`src/rtl/cpu_pkg.sv`:
```
// Shared definitions for the multi-cycle CPU: next-PC select encodings,
// opcode constants used by the fetch unit and control unit, and the fetch
// FSM state encoding.
package cpu_pkg;

    // PCSrc encodings driven by the control unit
    localparam logic [1:0] PC_SEQ = 2'b00;
    localparam logic [1:0] PC_BR  = 2'b01;
    localparam logic [1:0] PC_JR  = 2'b10;
    localparam logic [1:0] PC_J   = 2'b11;

    // Opcode field ir[31:26]
    localparam logic [5:0] OP_ADD  = 6'b000000;
    localparam logic [5:0] OP_SUB  = 6'b000001;
    localparam logic [5:0] OP_ADDI = 6'b000010;
    localparam logic [5:0] OP_OR   = 6'b010000;
    localparam logic [5:0] OP_AND  = 6'b010001;
    localparam logic [5:0] OP_ORI  = 6'b010010;
    localparam logic [5:0] OP_SLL  = 6'b011000;
    localparam logic [5:0] OP_SLT  = 6'b100110;
    localparam logic [5:0] OP_SW   = 6'b110000;
    localparam logic [5:0] OP_LW   = 6'b110001;
    localparam logic [5:0] OP_BEQ  = 6'b110100;
    localparam logic [5:0] OP_BNE  = 6'b110101;
    localparam logic [5:0] OP_J    = 6'b111000;
    localparam logic [5:0] OP_JR   = 6'b111001;
    localparam logic [5:0] OP_HALT = 6'b111111;

    typedef enum logic [2:0] {
        FS_IDLE = 3'd0,
        FS_REQ  = 3'd1,
        FS_WAIT = 3'd2,
        FS_DONE = 3'd3,
        FS_ERR  = 3'd4
    } fetch_state_t;

endpackage

```
`src/rtl/next_pc_mux.sv`:
```
// Combinational next-PC computation for the fetch unit.
// Ports:
//   pc          current PC
//   pc_src      next-PC select (PC_SEQ / PC_BR / PC_JR / PC_J)
//   imm_ext     sign-extended branch offset in words
//   jr_target   register value for jr
//   ir_index    ir[25:0], jump target index
//   pc_plus4    pc + 4
//   next_pc     selected next PC
//   jr_misalign high when pc_src selects jr and jr_target is not word aligned
module next_pc_mux
    import cpu_pkg::*;
(
    input  logic [31:0] pc,
    input  logic [1:0]  pc_src,
    input  logic [31:0] imm_ext,
    input  logic [31:0] jr_target,
    input  logic [25:0] ir_index,
    output logic [31:0] pc_plus4,
    output logic [31:0] next_pc,
    output logic        jr_misalign
);

    logic [31:0] br_target;
    logic [31:0] jr_aligned;
    logic [31:0] j_target;

    assign pc_plus4   = pc + 32'd4;
    // Offset is in words; 32-bit wrap is intended, no overflow detection.
    assign br_target  = pc_plus4 + (imm_ext << 2);
    assign jr_aligned = {jr_target[31:2], 2'b00};
    assign j_target   = {pc_plus4[31:28], ir_index, 2'b00};

    always_comb begin
        next_pc     = pc_plus4;
        jr_misalign = 1'b0;
        case (pc_src)
            PC_SEQ: next_pc = pc_plus4;
            PC_BR:  next_pc = br_target;
            PC_JR: begin
                next_pc     = jr_aligned;
                jr_misalign = (jr_target[1:0] != 2'b00);
            end
            PC_J:   next_pc = j_target;
            default: next_pc = pc_plus4;
        endcase
    end

endmodule

```
`src/rtl/pc_fetch_unit.sv`:
```
// Instruction-fetch unit: owns PC and IR, runs the req/ack handshake to
// instruction memory, and applies PC updates commanded by the control unit.
//
//   state | meaning
//   IDLE  | waiting for fetch_start; PC updates allowed
//   REQ   | first request cycle, imem_req=1
//   WAIT  | request held, counting cycles without ack
//   DONE  | fetch_done pulse, back to IDLE next cycle
//   ERR   | memory timeout; stuck here until reset
//
// Ports:
//   CLK, reset       clock, async active-high reset
//   PCWre, PCSrc     PC write enable and next-PC select
//   IRWre            IR load enable on fetch completion
//   fetch_start      request a fetch at the current PC
//   imm_ext          branch offset (words)
//   jr_target        register value for jr
//   imem_req/addr    memory request and address
//   imem_ack/rdata   memory acknowledge and instruction word
//   pc, pc_plus4     current PC and PC+4
//   ir, op           instruction register and its opcode field
//   fetch_busy       FSM not in IDLE
//   fetch_done       one-cycle completion pulse
//   fetch_err        sticky error flag
module pc_fetch_unit
    import cpu_pkg::*;
#(
    parameter logic [31:0] RESET_PC = 32'h0000_0000,
    parameter int unsigned MAX_WAIT = 15
)
(
    input  logic        CLK,
    input  logic        reset,
    input  logic        PCWre,
    input  logic [1:0]  PCSrc,
    input  logic        IRWre,
    input  logic        fetch_start,
    input  logic [31:0] imm_ext,
    input  logic [31:0] jr_target,
    output logic        imem_req,
    output logic [31:0] imem_addr,
    input  logic        imem_ack,
    input  logic [31:0] imem_rdata,
    output logic [31:0] pc,
    output logic [31:0] pc_plus4,
    output logic [31:0] ir,
    output logic [5:0]  op,
    output logic        fetch_busy,
    output logic        fetch_done,
    output logic        fetch_err
);

    localparam logic [7:0] MAX_WAIT_C = 8'(MAX_WAIT);

    fetch_state_t state, state_nxt;
    logic [7:0]   wait_cnt;
    logic [31:0]  next_pc;
    logic         jr_misalign;
    logic         in_handshake;
    logic         load_ir;
    logic         pc_update;
    logic         pc_violation;

    next_pc_mux u_next_pc_mux (
        .pc          (pc),
        .pc_src      (PCSrc),
        .imm_ext     (imm_ext),
        .jr_target   (jr_target),
        .ir_index    (ir[25:0]),
        .pc_plus4    (pc_plus4),
        .next_pc     (next_pc),
        .jr_misalign (jr_misalign)
    );

    always_ff @(posedge CLK or posedge reset) begin
        if (reset) state <= FS_IDLE;
        else       state <= state_nxt;
    end

    always_comb begin
        state_nxt = state;
        case (state)
            FS_IDLE: if (fetch_start) state_nxt = FS_REQ;
            FS_REQ:  state_nxt = imem_ack ? FS_DONE : FS_WAIT;
            FS_WAIT: begin
                if (imem_ack)                    state_nxt = FS_DONE;
                else if (wait_cnt == MAX_WAIT_C) state_nxt = FS_ERR;
            end
            FS_DONE: state_nxt = FS_IDLE;
            FS_ERR:  state_nxt = FS_ERR;
            default: state_nxt = FS_IDLE;
        endcase
    end

    // Outputs decoded straight from state so imem_req drops the moment
    // reset asserts.
    assign in_handshake = (state == FS_REQ) || (state == FS_WAIT);
    assign imem_req     = in_handshake;
    assign fetch_busy   = (state != FS_IDLE);
    assign fetch_done   = (state == FS_DONE);
    assign op           = ir[31:26];

    assign load_ir      = in_handshake && imem_ack && IRWre;
    assign pc_update    = PCWre && (state == FS_IDLE);
    assign pc_violation = PCWre && (state != FS_IDLE);

    always_ff @(posedge CLK or posedge reset) begin
        if (reset) begin
            wait_cnt <= 8'd0;
        end else if (state == FS_REQ && !imem_ack) begin
            wait_cnt <= 8'd1;
        end else if (state == FS_WAIT && !imem_ack && wait_cnt != MAX_WAIT_C) begin
            wait_cnt <= wait_cnt + 8'd1;
        end
    end

    // Address is captured from the PC before any same-cycle update lands,
    // so a simultaneous fetch_start/PCWre fetches from the old PC.
    always_ff @(posedge CLK or posedge reset) begin
        if (reset) begin
            imem_addr <= 32'd0;
        end else if (state == FS_IDLE && fetch_start) begin
            imem_addr <= pc;
        end
    end

    always_ff @(posedge CLK or posedge reset) begin
        if (reset) begin
            ir <= 32'd0;
        end else if (load_ir) begin
            ir <= imem_rdata;
        end
    end

    always_ff @(posedge CLK or posedge reset) begin
        if (reset) begin
            pc <= RESET_PC;
        end else if (pc_update) begin
            pc <= next_pc;
        end
    end

    always_ff @(posedge CLK or posedge reset) begin
        if (reset) begin
            fetch_err <= 1'b0;
        end else if ((state_nxt == FS_ERR) || pc_violation || (pc_update && jr_misalign)) begin
            fetch_err <= 1'b1;
        end
    end

endmodule

```
`config.mk`:
```
export PLATFORM = sky130hd
export DESIGN_NAME = pc_fetch_unit
export DESIGN_NICKNAME = d
export VERILOG_FILES = /design/src/rtl/cpu_pkg.sv /design/src/rtl/next_pc_mux.sv /design/src/rtl/pc_fetch_unit.sv
export SDC_FILE = /design/constraint.sdc
export NUM_CORES = 1
export LEC_CHECK = 0
export CAP_MARGIN = 20
export CORE_ASPECT_RATIO = 1.2
export CORE_UTILIZATION = 46
export DETAILED_ROUTE_END_ITERATION = 16
export PLACE_DENSITY = 0.82
export REMOVE_ABC_BUFFERS = 1
export SETUP_SLACK_MARGIN = 0.02
export SYNTH_ARGS = -nofsm -noshare
export SYNTH_HDL_FRONTEND = slang
export SYNTH_SLANG_ARGS = --single-unit
```
`constraint.sdc`:
```
create_clock -name CLK -period 4.5 [get_ports CLK]
set_input_delay 0.9 -clock CLK [delete_from_list [all_inputs] [get_ports CLK]]
set_output_delay 0.9 -clock CLK [all_outputs]
set_load 0.05 [all_outputs]
```
==> impl_metrics.tcl, run 1 <==
set metrics [dict create \
    status "complete, no violations" \
    grt_setup_unrepaired "false" \
    die_x_um 114 \
    period_minus_slack_ns 4.30 \
    vias 6205 \
    timing.final.crit_share_pct 95.6 \
    path_class "reg2out" \
    fp-row-count 48 \
    wl_mm 20.1 \
    clk_pin_slew_ns 0.07 \
    seqPwrFrac_pct 21.3 \
    io_pins 242 \
    clock_path_buffers 2 \
    critPathCaptureType "output port" \
    synth_seq_area_share_pct 37.3 \
    ys_types 62 \
    clock.fmax_mhz 232 \
    antenna_found_initial 0 \
    viasPerCell 5.56 \
    synth_edf_count 0 \
    p_leak_nw 4.18 \
    hpwl_mm 15.1 \
    start_util_pct 47.8 \
    syn_area_mm2 0.00698 \
    drt_pre_antenna_iters 4 \
    wl_per_cell_um 18.0 \
    coreArea_mm2 0.0146 \
    synth_warnings 0 \
    ant_nets 0 \
    grt_pass1_wl_mm 31.6 \
    cp-start-kind "flip-flop" \
    fin_skew_ns 0.00861 \
    drt_iter0_markers 225 \
    peakVddDrop_uv 585 \
    fin_tns_setup_ns 0 \
    track_usage_pct 26.2 \
    synth.avg_cell_area_um2 10.1 \
    synthArstFlopShare_pct 100 \
    combPwrFrac_pct 68.8 \
    fin_util_pct 67.2 \
    maxCapViolCount 0 \
    cts_inserted_buffers 9 \
    gp_congestion 0.896 \
    hold_slack_ns 0.483 \
    drive_gt1_share_pct 14.6 \
    clock_sinks 104 \
    drv_slew 0 \
    power_density_mw_per_mm2 849 \
    worstMarginPinSlew_ns 0.981 \
    cts_root_buffer "clkbuf_16" \
    relSlewSlack_pct 34.6 \
    cts_tree "built" \
    ys.flop_type "dfrtp_1" \
    hold_viol_final 0 \
    portBuffers 233 \
    synth_cells 689 \
    holdCritPathClass "reg2reg" \
    clkPwrFrac_pct 9.9 \
    p_int_w 0.00395 \
    grt_max_degree 38 \
    switchingPower_w 0.00437 \
    fp.dieH_um 137 \
    critPathMaxFanout 9 \
    crit_arrival_ns 3.40 \
    clk_latency_ns 0.35 \
    gr-total-overflow 0 \
    grt_pass1_vias 6167 \
    setup_viol 0 \
    ys_seq_elements 104 \
    required_ns 3.60 \
    dieArea_mm2 0.0157 \
    p_sw_share_pct 52.5 \
    diodes 0 \
    drc 0 \
    ctsHtreeMaxLevel 3 \
    nNetsFinal 1052 \
    area_growth_pct 40.4 \
]
## cells in the final DEF, fill, tap and decap left out, types with 11 or more instances in the layout
master / n
a21oi_1: 40
nand2b_1: 12
nand2_1: 78
ha_1: 36
nand3_1: 24
mux4_2: 16
xor2_1: 23
dfrtp_1: 104
xnor2_1: 36
a21o_1: 11
mux2_2: 69
inv_1: 13
o21ai_0: 22
buf_4: 11
nor2_1: 36
clkdlybuf4s50_1: 230
## worst paths after layout
path	depth (start not counted)	from	end	slack [ns]
max	7	pc[10]	pc_plus4[29]	0.20
min	1	fetch_err	fetch_err	0.48
max reg2reg	14	pc[4]	pc[28]	0.40
min reg2reg	1	fetch_err	fetch_err	0.48
max in group asynchronous	3	reset	imem_addr[29]	2.71
min in group asynchronous	2	reset	ir[1]	0.92
## critical path, stage by stage (launching register included)
cell and delay [ns]:
dfrtp_1 0.51, and4_1 0.32, nand4_1 0.18, nor3_2 0.43, and2_1 0.34, nand3_1 0.13, xnor2_1 0.27, clkdlybuf4s50_1 0.86
## per-stage QoR
step | setup slack (ns) | power (W) | instance area, um2 | std cells
5_1_grt | 0.0304 | 0.00877 | 9800 | 1116
3_3_place_gp | 0.378 | 0.00742 | 9490 | 1099
2_1_floorplan | -0.253 | 0.00567 | 6810 | 655
3_5_place_dp | 0.319 | 0.00749 | 9490 | 1099
4_1_cts | 0.211 | 0.00834 | 9790 | 1115
6_report | 0.198 | 0.00832 | 9800 | 1116
## registers in the layout, indices dropped and copies added, names as in the netlist
signal,cells
ir,32
wait_cnt,8
fetch_err,1
imem_addr,30
state,3
pc,30
## layer usage
layer | part of all wire [%] | global-route usage [%] | wire length [um]
met1 | 40 | 31.4 | 8010
met2 | 51 | 46.3 | 10300
met3 | 7.2 | 6.16 | 1460
met4 | 1.9 | 8.51 | 384
met5 | 0 | 0 | 0
## cells in the mapped netlist, types with 7 or more instances
| cell | number | area, um2 |
|---|---|---|
| buf_4 | 12 | 90.1 |
| mux4_2 | 16 | 360 |
| nor3_1 | 7 | 35.0 |
| nand3_1 | 25 | 125 |
| buf_1 | 8 | 30.0 |
| nor2_1 | 36 | 135 |
| xnor2_1 | 36 | 315 |
| inv_1 | 14 | 52.6 |
| nand2b_1 | 12 | 75.1 |
| mux2i_1 | 9 | 90.1 |
| and3_1 | 9 | 56.3 |
| nand2_1 | 78 | 293 |
| a21oi_1 | 40 | 200 |
| xor2_1 | 23 | 201 |
| a21o_1 | 11 | 82.6 |
| ha_1 | 36 | 450 |
| clkbuf_1 | 18 | 67.6 |
| dfrtp_1 | 104 | 2600 |
| nand4_1 | 8 | 50.1 |
| o21ai_0 | 22 | 110 |
| mux2_2 | 69 | 777 |
## power by group through the flow
stage	Combinational [W]	Sequential, W	Clock, W
2_1_floorplan	0.00249	0.00317	0
3_3_place_gp	0.00565	0.00177	0
3_5_place_dp	0.00570	0.00179	0
4_1_cts	0.00573	0.00177	0.000836
5_1_grt	0.00606	0.00184	0.000867
6_report	0.00573	0.00177	0.000823
## cell families after synthesis
group | count (synthesis) | share of synthesized area (%)
xor+xnor | 59 | 7.40
simple gates | 210 | 14.8
other cells | 1 | 0.0537
compound gates | 129 | 12.2
fa+ha+maj | 37 | 6.74
flops | 104 | 37.3
buf+inv | 53 | 3.51
mux | 96 | 18.0
## what timing repair did
action | 4_1_cts | 5_1_grt
hold endpoints to repair | 0 | 0
setup buffers | 0 | 1
hold buffers | 0 | 0
setup endpoints to repair | 0 | 3
gates resized for setup | 0 | 2
## layout make-up
type	count	area (um2)
sequential	104	2600
timing repair buffer	245	2430
clock inverter	6	75.1
multi-input combinational	537	4170
clock buffer	10	229
tap	200	250
inverter	14	55.1
fill	1170	4790
Power figures use the tool's default switching activity.
==> run 2, diff against run 1 <==
- SLEW_MARGIN: unset -> 5
==> results of run 2 <==
Final layout, timing and power as in run 1 (identical DEF).
